--- src/rtl/spi_dev_lcdwr2_pkg.sv ---
// Shared types for the SPI-to-LCD write bridge: FSM states and FIFO entry layout.
package spi_dev_lcdwr2_pkg;

  localparam int unsigned ENTRY_W = 9;

  typedef enum logic [1:0] {
    ST_LEN0 = 2'd0,
    ST_LEN1 = 2'd1,
    ST_CMD  = 2'd2,
    ST_DATA = 2'd3
  } lcd_state_e;

  typedef struct packed {
    logic       rs;
    logic [7:0] data;
  } lcd_entry_t;

endpackage

--- src/rtl/lcdwr2_fifo.sv ---
// Pointer-based synchronous FIFO holding {rs, data} entries for the LCD bridge.
module lcdwr2_fifo
  import spi_dev_lcdwr2_pkg::*;
#(
  parameter int unsigned LOG2 = 4
) (
  input  logic               clk,
  input  logic               rst_n,
  input  logic               wr_en,
  input  logic [ENTRY_W-1:0] wdata,
  input  logic               rd_en,
  output logic [ENTRY_W-1:0] rdata,
  output logic               full,
  output logic               empty,
  output logic [LOG2:0]      level
);

  localparam int unsigned DEPTH = 1 << LOG2;

  logic [ENTRY_W-1:0] mem [DEPTH];
  logic [LOG2:0]      wptr;
  logic [LOG2:0]      rptr;
  logic               do_wr;
  logic               do_rd;

  // Extra pointer bit distinguishes full from empty when the indices match.
  assign full  = (wptr[LOG2] != rptr[LOG2]) && (wptr[LOG2-1:0] == rptr[LOG2-1:0]);
  assign empty = (wptr == rptr);
  assign level = wptr - rptr;
  assign rdata = mem[rptr[LOG2-1:0]];
  assign do_wr = wr_en & ~full;
  assign do_rd = rd_en & ~empty;

  always_ff @(posedge clk or negedge rst_n) begin
    if (!rst_n) begin
      wptr <= '0;
      rptr <= '0;
      for (int unsigned i = 0; i < DEPTH; i++) mem[i] <= '0;
    end else begin
      if (do_wr) begin
        mem[wptr[LOG2-1:0]] <= wdata;
        wptr <= wptr + (LOG2+1)'(1);
      end
      if (do_rd) rptr <= rptr + (LOG2+1)'(1);
    end
  end

endmodule

--- src/rtl/spi_dev_lcdwr2.sv ---
// SPI-to-LCD write bridge: frames wrapper bytes into LCD cmd/data, buffers them, drains to PHY.
// Optional SPI_DEV_LCDWR2_OVF_CNT_EN adds a saturating dropped-byte counter port stat_ovf_cnt.
module spi_dev_lcdwr2
  import spi_dev_lcdwr2_pkg::*;
#(
  parameter logic [7:0]  CMD_BYTE  = 8'hf2,
  parameter int unsigned LEN_BYTES = 1,
  parameter int unsigned FIFO_LOG2 = 4
) (
  input  logic                 clk,
  input  logic                 rst_n,
  output logic [7:0]           phy_data,
  output logic                 phy_rs,
  output logic                 phy_valid,
  input  logic                 phy_ready,
  input  logic [7:0]           pw_wdata,
  input  logic                 pw_wcmd,
  input  logic                 pw_wstb,
  input  logic                 pw_end,
  output logic                 stat_ovf,
  input  logic                 stat_clr,
  output logic [FIFO_LOG2:0]   fifo_level,
`ifdef SPI_DEV_LCDWR2_OVF_CNT_EN
  output logic [15:0]          stat_ovf_cnt,
`endif
  output logic                 busy
);

  localparam int unsigned LEN_W = 8 * LEN_BYTES;
  localparam int unsigned CNT_W = LEN_W + 1;

  lcd_state_e       state;
  logic             active;
  logic             inf;
  logic [CNT_W-1:0] cnt;
  logic [7:0]       len_hi;
  logic [LEN_W-1:0] len_val;
  logic             len_final;
  logic             last;
  logic             push_req;
  logic             ovf_set;
  logic             slot_load;
  logic             pop;
  logic             fifo_full;
  logic             fifo_empty;
  lcd_entry_t       push_entry;
  lcd_entry_t       head;

  // Big-endian length; truncation keeps only the low byte in single-byte mode.
  assign len_val   = LEN_W'({len_hi, pw_wdata});
  assign len_final = (state == ST_LEN1) || ((state == ST_LEN0) && (LEN_BYTES == 1));
  // Counter runs one below the remaining count, so underflow into the MSB marks the final byte.
  assign last      = cnt[CNT_W-1] & ~inf;

  assign push_req   = pw_wstb & active & ~pw_wcmd & ((state == ST_CMD) || (state == ST_DATA));
  assign push_entry = '{rs: (state == ST_DATA), data: pw_wdata};
  assign ovf_set    = push_req & fifo_full;

  assign slot_load = ~phy_valid | phy_ready;
  assign pop       = slot_load & ~fifo_empty;

  assign busy = active | ~fifo_empty | phy_valid;

  lcdwr2_fifo #(
    .LOG2 (FIFO_LOG2)
  ) u_fifo (
    .clk   (clk),
    .rst_n (rst_n),
    .wr_en (push_req),
    .wdata (push_entry),
    .rd_en (pop),
    .rdata (head),
    .full  (fifo_full),
    .empty (fifo_empty),
    .level (fifo_level)
  );

  // Framing FSM; transaction end and command strobes always resynchronise to the length field.
  always_ff @(posedge clk or negedge rst_n) begin
    if (!rst_n) begin
      state  <= ST_LEN0;
      active <= 1'b0;
      inf    <= 1'b0;
      cnt    <= '0;
      len_hi <= '0;
    end else if (pw_end) begin
      active <= 1'b0;
      state  <= ST_LEN0;
    end else if (pw_wstb) begin
      if (pw_wcmd) begin
        active <= (pw_wdata == CMD_BYTE);
        state  <= ST_LEN0;
      end else begin
        case (state)
          ST_LEN0, ST_LEN1: begin
            if (len_final) begin
              cnt   <= CNT_W'(len_val) - CNT_W'(1);
              inf   <= &len_val;
              state <= ST_CMD;
            end else begin
              len_hi <= pw_wdata;
              state  <= ST_LEN1;
            end
          end
          ST_CMD: begin
            cnt   <= cnt - CNT_W'(1);
            state <= last ? ST_LEN0 : ST_DATA;
          end
          ST_DATA: begin
            cnt <= cnt - CNT_W'(1);
            if (last) state <= ST_LEN0;
          end
        endcase
      end
    end
  end

  // Output skid slot: refills from the FIFO head whenever it is empty or being accepted.
  always_ff @(posedge clk or negedge rst_n) begin
    if (!rst_n) begin
      phy_valid <= 1'b0;
      phy_data  <= '0;
      phy_rs    <= 1'b0;
    end else if (slot_load) begin
      phy_valid <= ~fifo_empty;
      if (!fifo_empty) begin
        phy_data <= head.data;
        phy_rs   <= head.rs;
      end
    end
  end

  // Sticky overflow flag; a new drop beats a same-cycle clear.
  always_ff @(posedge clk or negedge rst_n) begin
    if (!rst_n) begin
      stat_ovf <= 1'b0;
    end else if (ovf_set) begin
      stat_ovf <= 1'b1;
    end else if (stat_clr) begin
      stat_ovf <= 1'b0;
    end
  end

`ifdef SPI_DEV_LCDWR2_OVF_CNT_EN
  always_ff @(posedge clk or negedge rst_n) begin
    if (!rst_n) begin
      stat_ovf_cnt <= '0;
    end else if (stat_clr) begin
      stat_ovf_cnt <= ovf_set ? 16'd1 : 16'd0;
    end else if (ovf_set && (stat_ovf_cnt != 16'hffff)) begin
      stat_ovf_cnt <= stat_ovf_cnt + 16'd1;
    end
  end
`endif

endmodule

--- config.mk ---
export PLATFORM = sky130hd
export DESIGN_NAME = spi_dev_lcdwr2
export DESIGN_NICKNAME = d
export VERILOG_FILES = /design/src/rtl/spi_dev_lcdwr2_pkg.sv /design/src/rtl/lcdwr2_fifo.sv /design/src/rtl/spi_dev_lcdwr2.sv
export SDC_FILE = /design/constraint.sdc
export NUM_CORES = 1
export LEC_CHECK = 0
export BUFFER_PORTS_ARGS = -buffer_cell sky130_fd_sc_hd__buf_2
export CAP_MARGIN = 10
export CORE_MARGIN = 4
export CORE_UTILIZATION = 45
export CTS_CLUSTER_DIAMETER = 150
export CTS_CLUSTER_SIZE = 30
export DETAILED_ROUTE_END_ITERATION = 8
export PLACE_DENSITY = 0.63
export SLEW_MARGIN = 30
export SYNTH_ARGS = -nofsm -noshare
export SYNTH_HDL_FRONTEND = slang
export SYNTH_SLANG_ARGS = --single-unit
export TNS_END_PERCENT = 100
--- constraint.sdc ---
create_clock -name clk -period 3.5 [get_ports clk]
set_input_delay 0.7 -clock clk [delete_from_list [all_inputs] [get_ports clk]]
set_output_delay 0.7 -clock clk [all_outputs]
set_load 0.02 [all_outputs]
==> flow_summary.ini, run 1 <==
[timing]
tns_ns = 0
finalSetupViolCount = 0
setup_slack_ns = 0.642
timing.final.crit_share = 0.816
max_freq_mhz = 350
finClkSkew_ns = 0.0126
fin_crit_ns = 2.86
max-slew-margin-rel = 0.440
grt_setup_unrepaired = false
drv_slew = 0
hold_violations = 0
worst_pin_slew_ns = 0.837

[floorplan]
io_pins = 32
initial_utilization = 0.459
die_h_um = 146
core_um2 = 18700
dieArea_um2 = 21300
rows = 50
die_w_um = 146

[pwr]
leakage_nw = 4.51
powerDensity_nw_per_um2 = 582
ir_worst_vdd_uv = 317

[worst_hold_path]
hp-class = in2async

[placed_design]
place_hpwl_um = 13000
portBuffers = 31
gp_congestion = 0.799
dp_slack_ns = 0.557

[synthesis]
syn_inst = 687
async_flop_share = 1.00
synth_top_area_share = 0.519
synth-seq-cells = 178
synthesis.area_um2 = 8580
syn_nets = 713
yosysSeqAreaShare = 0.519
syn_avg_cell_area_um2 = 12.5
synth_top_flop_cell = dfrtp_1
synth_area_leader_cell = dfrtp_1
synthTopCellsByArea = dfrtp_1 (52%), mux2_1 (8.1%), mux2_2 (7.0%), mux2i_1 (5.4%), mux4_2 (4.7%)
synth_cell_types = 58
yosys_warnings = 0
synth-edff-count = 0

[global_route]
grt_max_degree = 88
antenna_found_initial = 0
grt_pass1_wl_um = 31700
gr-usage-all-layers = 0.190
grt_pass1_vias = 5758
grt.overflow.total = 0

[final_layout]
diodes = 0
final_nets = 723
nFillCells = 1572
areaGrowthSynthToFinish_pct = 11.9
drive_above_1_share = 0.240

[route]
drc = 0
antenna_left = 0
drt_pre_antenna_iters = 4
num_vias = 5546
wirelength_um = 19500
vias_per_cell = 5.88
wl_per_cell_um = 20.6
drt_iter0_drc = 375

[setup_path]
worst_r2r_startpoint = u_fifo.rptr[3]$_DFFE_PN0P_
crit_type = reg2out
cp-end-kind = output pin
r2r_end = u_fifo.mem[88]$_DFFE_PN0P_
crit_fanout = 4
r2r_cells = 6
start_kind = register
worstPathRequired_ns = 2.80
r2r_slack_ns = 0.76
cp.arrival_ns = 2.16

[cts]
cts_setup_buffers = 0
cts_tree = yes
h-tree-depth = 4
clock-sinks = 178
holdBufCountCts = 0
ctsResizeCount = 0
cts_buffer_depth = 2
cts_root_buf = clkbuf_16
clk_transition_reported_paths_ns = 0.07
cts_inserted_buffers = 17
insertion_delay_ns = 0.43

[run_status]
status = finished clean

[run]
drv_cap = 0
final cells by class:
cell class                      instances  area [µm²]  area share
Timing Repair Buffer                   46         287      0.0298
Clock buffer                           19         443      0.0461
Sequential cell                       178        4460       0.464
Clock inverter                         12         205      0.0214
Inverter                               16        60.1     0.00626
Tap cell                              234         293      0.0305
Multi-Input combinational cell        438        3860       0.402
synthesized netlist by cell type, drive strengths merged (3+ instances only):
library cell  number
a21oi             10
a22oi              9
a31oi              9
buf               32
clkbuf            23
dfrtp            178
ha                10
inv               16
mux2             115
mux2i             46
mux4              18
nand2             42
nand3              6
nand3b             3
nand4              4
nor2              32
nor2b              5
nor3               5
o2111ai           13
o211ai             4
o21ai             34
o22ai             20
or3                3
or3b               3
xnor2             11
xor2               5
state kept, by name, indices dropped and copies added, names as in the netlist, 2 cells and up:
| register | flops |
|---|---|
| phy_data | 8 |
| u_fifo.rptr | 5 |
| state | 2 |
| u_fifo.mem | 144 |
| cnt | 9 |
| u_fifo.wptr | 5 |
worst max-delay path, cell delays in order, from the launching register on:
cell     delay (ns)
dfrtp_1        0.41
inv_1          0.13
ha_1           0.22
fa_1           0.40
inv_1          0.07
a21o_1         0.10
a21oi_1        0.07
xnor2_1        0.14
buf_2          0.18
metrics by stage:
step	hold slack [ns]	power [mW]	cell area, µm²	util	std cells
finish	0.218	5.59	9600	0.513	943
detailed placement	0.466	3.54	8940	0.478	912
CTS	0.223	5.63	9590	0.512	943
floorplan	0.404	3.17	8580	-	687
global placement	0.457	3.52	8900	0.476	912
global route	0.241	5.84	9600	0.513	943
worst max-delay path by stage:
stage | slack [ns] | cells past startpoint | startpoint | endpoint
global placement | 0.69 | 5 | u_fifo.rptr[3]$_DFFE_PN0P_ | u_fifo.mem[21]$_DFFE_PN0P_
CTS | 0.59 | 5 | u_fifo.rptr[3]$_DFFE_PN0P_ | u_fifo.mem[117]$_DFFE_PN0P_
global route | 0.45 | 8 | u_fifo.wptr[0]$_DFFE_PN0P_ | fifo_level[4]
finish | 0.64 | 8 | u_fifo.wptr[0]$_DFFE_PN0P_ | fifo_level[4]
detailed placement | 0.56 | 5 | pw_wcmd | u_fifo.mem[88]$_DFFE_PN0P_
floorplan | 1.05 | 7 | u_fifo.rptr[2]$_DFFE_PN0P_ | fifo_level[4]
placed cells by master (no fill, tap or decap), types with 3 or more instances in the layout:
master / Yosys / routed
a21oi_1: 9 / 9
a22oi_1: 9 / 9
a31oi_1: 9 / 9
buf_2: 24 / 30
buf_4: 7 / 14
bufinv_16: 0 / 5
clkbuf_16: 0 / 17
dfrtp_1: 178 / 177
ha_1: 10 / 10
inv_1: 16 / 16
mux2_1: 62 / 62
mux2_2: 53 / 53
mux2i_1: 46 / 46
mux4_2: 18 / 18
nand2_1: 41 / 41
nand3_1: 6 / 6
nand3b_1: 3 / 3
nand4_1: 3 / 3
nor2_1: 32 / 31
nor2b_1: 5 / 5
nor3_1: 5 / 5
o2111ai_1: 13 / 5
o2111ai_2: 0 / 8
o211ai_1: 3 / 3
o21ai_0: 33 / 33
o22ai_1: 19 / 19
or3_1: 3 / 3
xnor2_1: 11 / 11
xor2_1: 5 / 5
layer usage:
metal	wire length, µm	GRT usage	up-vias
li1	-	-	2526
met1	8720	0.249	2876
met2	9570	0.314	118
met3	827	0.0453	26
met4	344	0.0630	0
met5	0	0	-
power breakdown:
| group | switching (mW) | total [mW] | internal, mW |
|---|---|---|---|
| registers | 0.0954 | 2.25 | 2.15 |
| clock network | 0.792 | 2.08 | 1.29 |
| logic | 0.822 | 1.26 | 0.441 |
| total | 1.71 | 5.59 | 3.88 |
logic make-up after synthesis:
group | share of synthesized area
AOI/OAI and AO/OA | 0.0894
xor gates and xnor gates | 0.0163
adders and majority gates | 0.0169
buffers and inverters | 0.0376
DFF | 0.519
muxes | 0.252
and+or+nand+nor | 0.0690
No activity file was read; power rests on OpenSTA's default activity.
==> run 2, diff against run 1 <==
==> constraint.sdc (replaced) <==
create_clock -name clk -period 2.92 [get_ports clk]
set_input_delay 0.584 -clock clk [delete_from_list [all_inputs] [get_ports clk]]
set_output_delay 0.584 -clock clk [all_outputs]
set_load 0.02 [all_outputs]
==> run 2 against run 1 <==
  * Register-to-register slack worse by 0.14 ns
  * Count of clock-buffer cells in the layout down 2
  * Clock power increased by 5%
  * Die area unchanged
  * Setup slack worse by 0.45 ns
  * Core utilization down 0.18 points
==> flow_summary.ini, run 2 (same netlist as run 1, synthesis figures left out) <==
[run_status]
status = finished clean

[route]
m1WireLength_um = 8800
route.met3.wl_um = 600
drt_pre_antenna_iters = 4
wirelength_um = 19600
num_vias = 5590
wl_met2_um = 9990
drc = 0
top_layer_used = met4
antenna_left = 0
drt_iter0_drc = 288
wl_per_cell_um = 20.5
vias_per_cell = 5.85

[final_layout]
fin_cells = 955
drive_above_1_share = 0.241
top_regs = u_fifo.mem: 144 flops, cnt: 9 flops, phy_data: 8 flops
diodes = 0
final_common_cell = dfrtp_1
final_nets = 734
largest-register = u_fifo.mem
areaGrowthSynthToFinish_pct = 11.5
nFillCells = 1599
fin_util = 0.511
largest_reg_flops = 144
final_cell_mix = dfrtp_1 (177), mux2_1 (62), mux2_2 (53), mux2i_1 (46), nand2_1 (41)

[setup_path]
cp_slowest_cell = fa_1
cp.depth = 8
crit_type = reg2out
crit_fanout = 4
cpMostUsedCell = inv_1
cp-end-kind = output pin
r2r_end = u_fifo.mem[87]$_DFFE_PN0P_
startpoint = u_fifo.wptr[0]$_DFFE_PN0P_
crit_family = adder cells
timing.critical_path.buf_inv = 3
r2r_slack_ns = 0.62
r2r_cells = 6
cp.arrival_ns = 2.15
worst_r2r_startpoint = u_fifo.rptr[3]$_DFFE_PN0P_
cp_slowest_stage_delay_ns = 0.41
path_cells = inv_1 > ha_1 > fa_1 > inv_1 > a21o_1 > a21oi_1 > xnor2_1 > buf_2
start_kind = register
cp-endpoint = fifo_level[4]
worstPathRequired_ns = 2.34

[cts]
h-tree-depth = 4
clock-sinks = 178
clk_transition_reported_paths_ns = 0.08
cts_buffer_depth = 2
ctsResizeCount = 0
cts_root_buf = clkbuf_16
cts_tree = yes
cts_setup_buffers = 0
holdBufCountCts = 0
insertion_delay_ns = 0.43
cts_inserted_buffers = 17

[floorplan]
core_um2 = 18700
io_pins = 32
die_h_um = 146
die_w_um = 146
rows = 50
dieArea_um2 = 21300
initial_utilization = 0.459

[global_route]
grt_max_degree = 70
grt_pass1_vias = 5806
grt_pass1_wl_um = 32200
grt.overflow.total = 0
antenna_found_initial = 0
gr-usage-all-layers = 0.191

[timing]
finalSetupViolCount = 0
tns_ns = 0
max_freq_mhz = 366
finClkSkew_ns = 0.0131
timing.final.crit_share = 0.935
setup_slack_ns = 0.189
max-slew-margin-rel = 0.399
worst_pin_slew_ns = 0.898
fin_crit_ns = 2.73
drv_slew = 0
grt_setup_unrepaired = false
hold_violations = 0

[placed_design]
gp_congestion = 0.852
place_inst = 923
place_hpwl_um = 12900
dp_slack_ns = 0.576
portBuffers = 31

[worst_hold_path]
hp-class = in2async

[pwr]
switching_power_mw = 2.15
p_int_mw = 4.25
power_frac_seq = 0.421
powerDensity_nw_per_um2 = 669
p_sw_frac = 0.335
combPwrFrac = 0.237
ir_worst_vdd_uv = 383
leakage_nw = 4.53
clockPowerShare = 0.342

[run]
drv_cap = 0
run 2: changes by cell type in the layout (fill, tap and decap cells not counted), sizes merged:
cell    change
buf        +11
bufinv      -5
inv         +5
clkinv      +3
clkbuf      -2
run 2: layout make-up:
type                       instances  area, µm²  area share
clock inverter                    15        146      0.0153
clock buffer                      17        425      0.0445
sequential                       178       4460       0.466
inverter                          16       60.1     0.00628
multi-input combinational        438       3800       0.398
tap                              234        293      0.0306
timing repair buffer              57        382      0.0399
run 2: through the flow:
stage	cell area [µm²]	power, mW	hold slack (ns)
after global routing	9570	6.69	0.196
after floorplan	8580	3.80	0.288
after detailed placement	8990	4.27	0.459
after global placement	8990	4.23	0.458
final	9570	6.40	0.154
after CTS	9570	6.46	0.170
run 2: how the worst min path moves through the flow:
| stage | start | slack (ns) | endpoint |
|---|---|---|---|
| CTS | rst_n | 0.17 | cnt[7]$_DFFE_PN0P_ |
| detailed placement | inf$_DFFE_PN0P_ | 0.46 | inf$_DFFE_PN0P_ |
| finish | rst_n | 0.15 | cnt[6]$_DFFE_PN0P_ |
| floorplan | rst_n | 0.29 | active$_DFFE_PN0P_ |
| global route | rst_n | 0.20 | cnt[3]$_DFFE_PN0P_ |
| global placement | inf$_DFFE_PN0P_ | 0.46 | inf$_DFFE_PN0P_ |
run 2: metal layers:
| layer | vias to the layer above | GRT usage |
|---|---|---|
| met4 | 0 | 0.0503 |
| li1 | 2554 | - |
| met2 | 88 | 0.321 |
| met5 | - | 0 |
| met3 | 16 | 0.0338 |
| met1 | 2932 | 0.258 |
run 2: power by group through the flow:
stage	registers [mW]	clock network, mW	logic, mW
finish	2.69	2.19	1.52
global route	2.71	2.34	1.64
CTS	2.69	2.24	1.53
detailed placement	2.74	0	1.53
global placement	2.73	0	1.50
floorplan	2.75	0	1.05
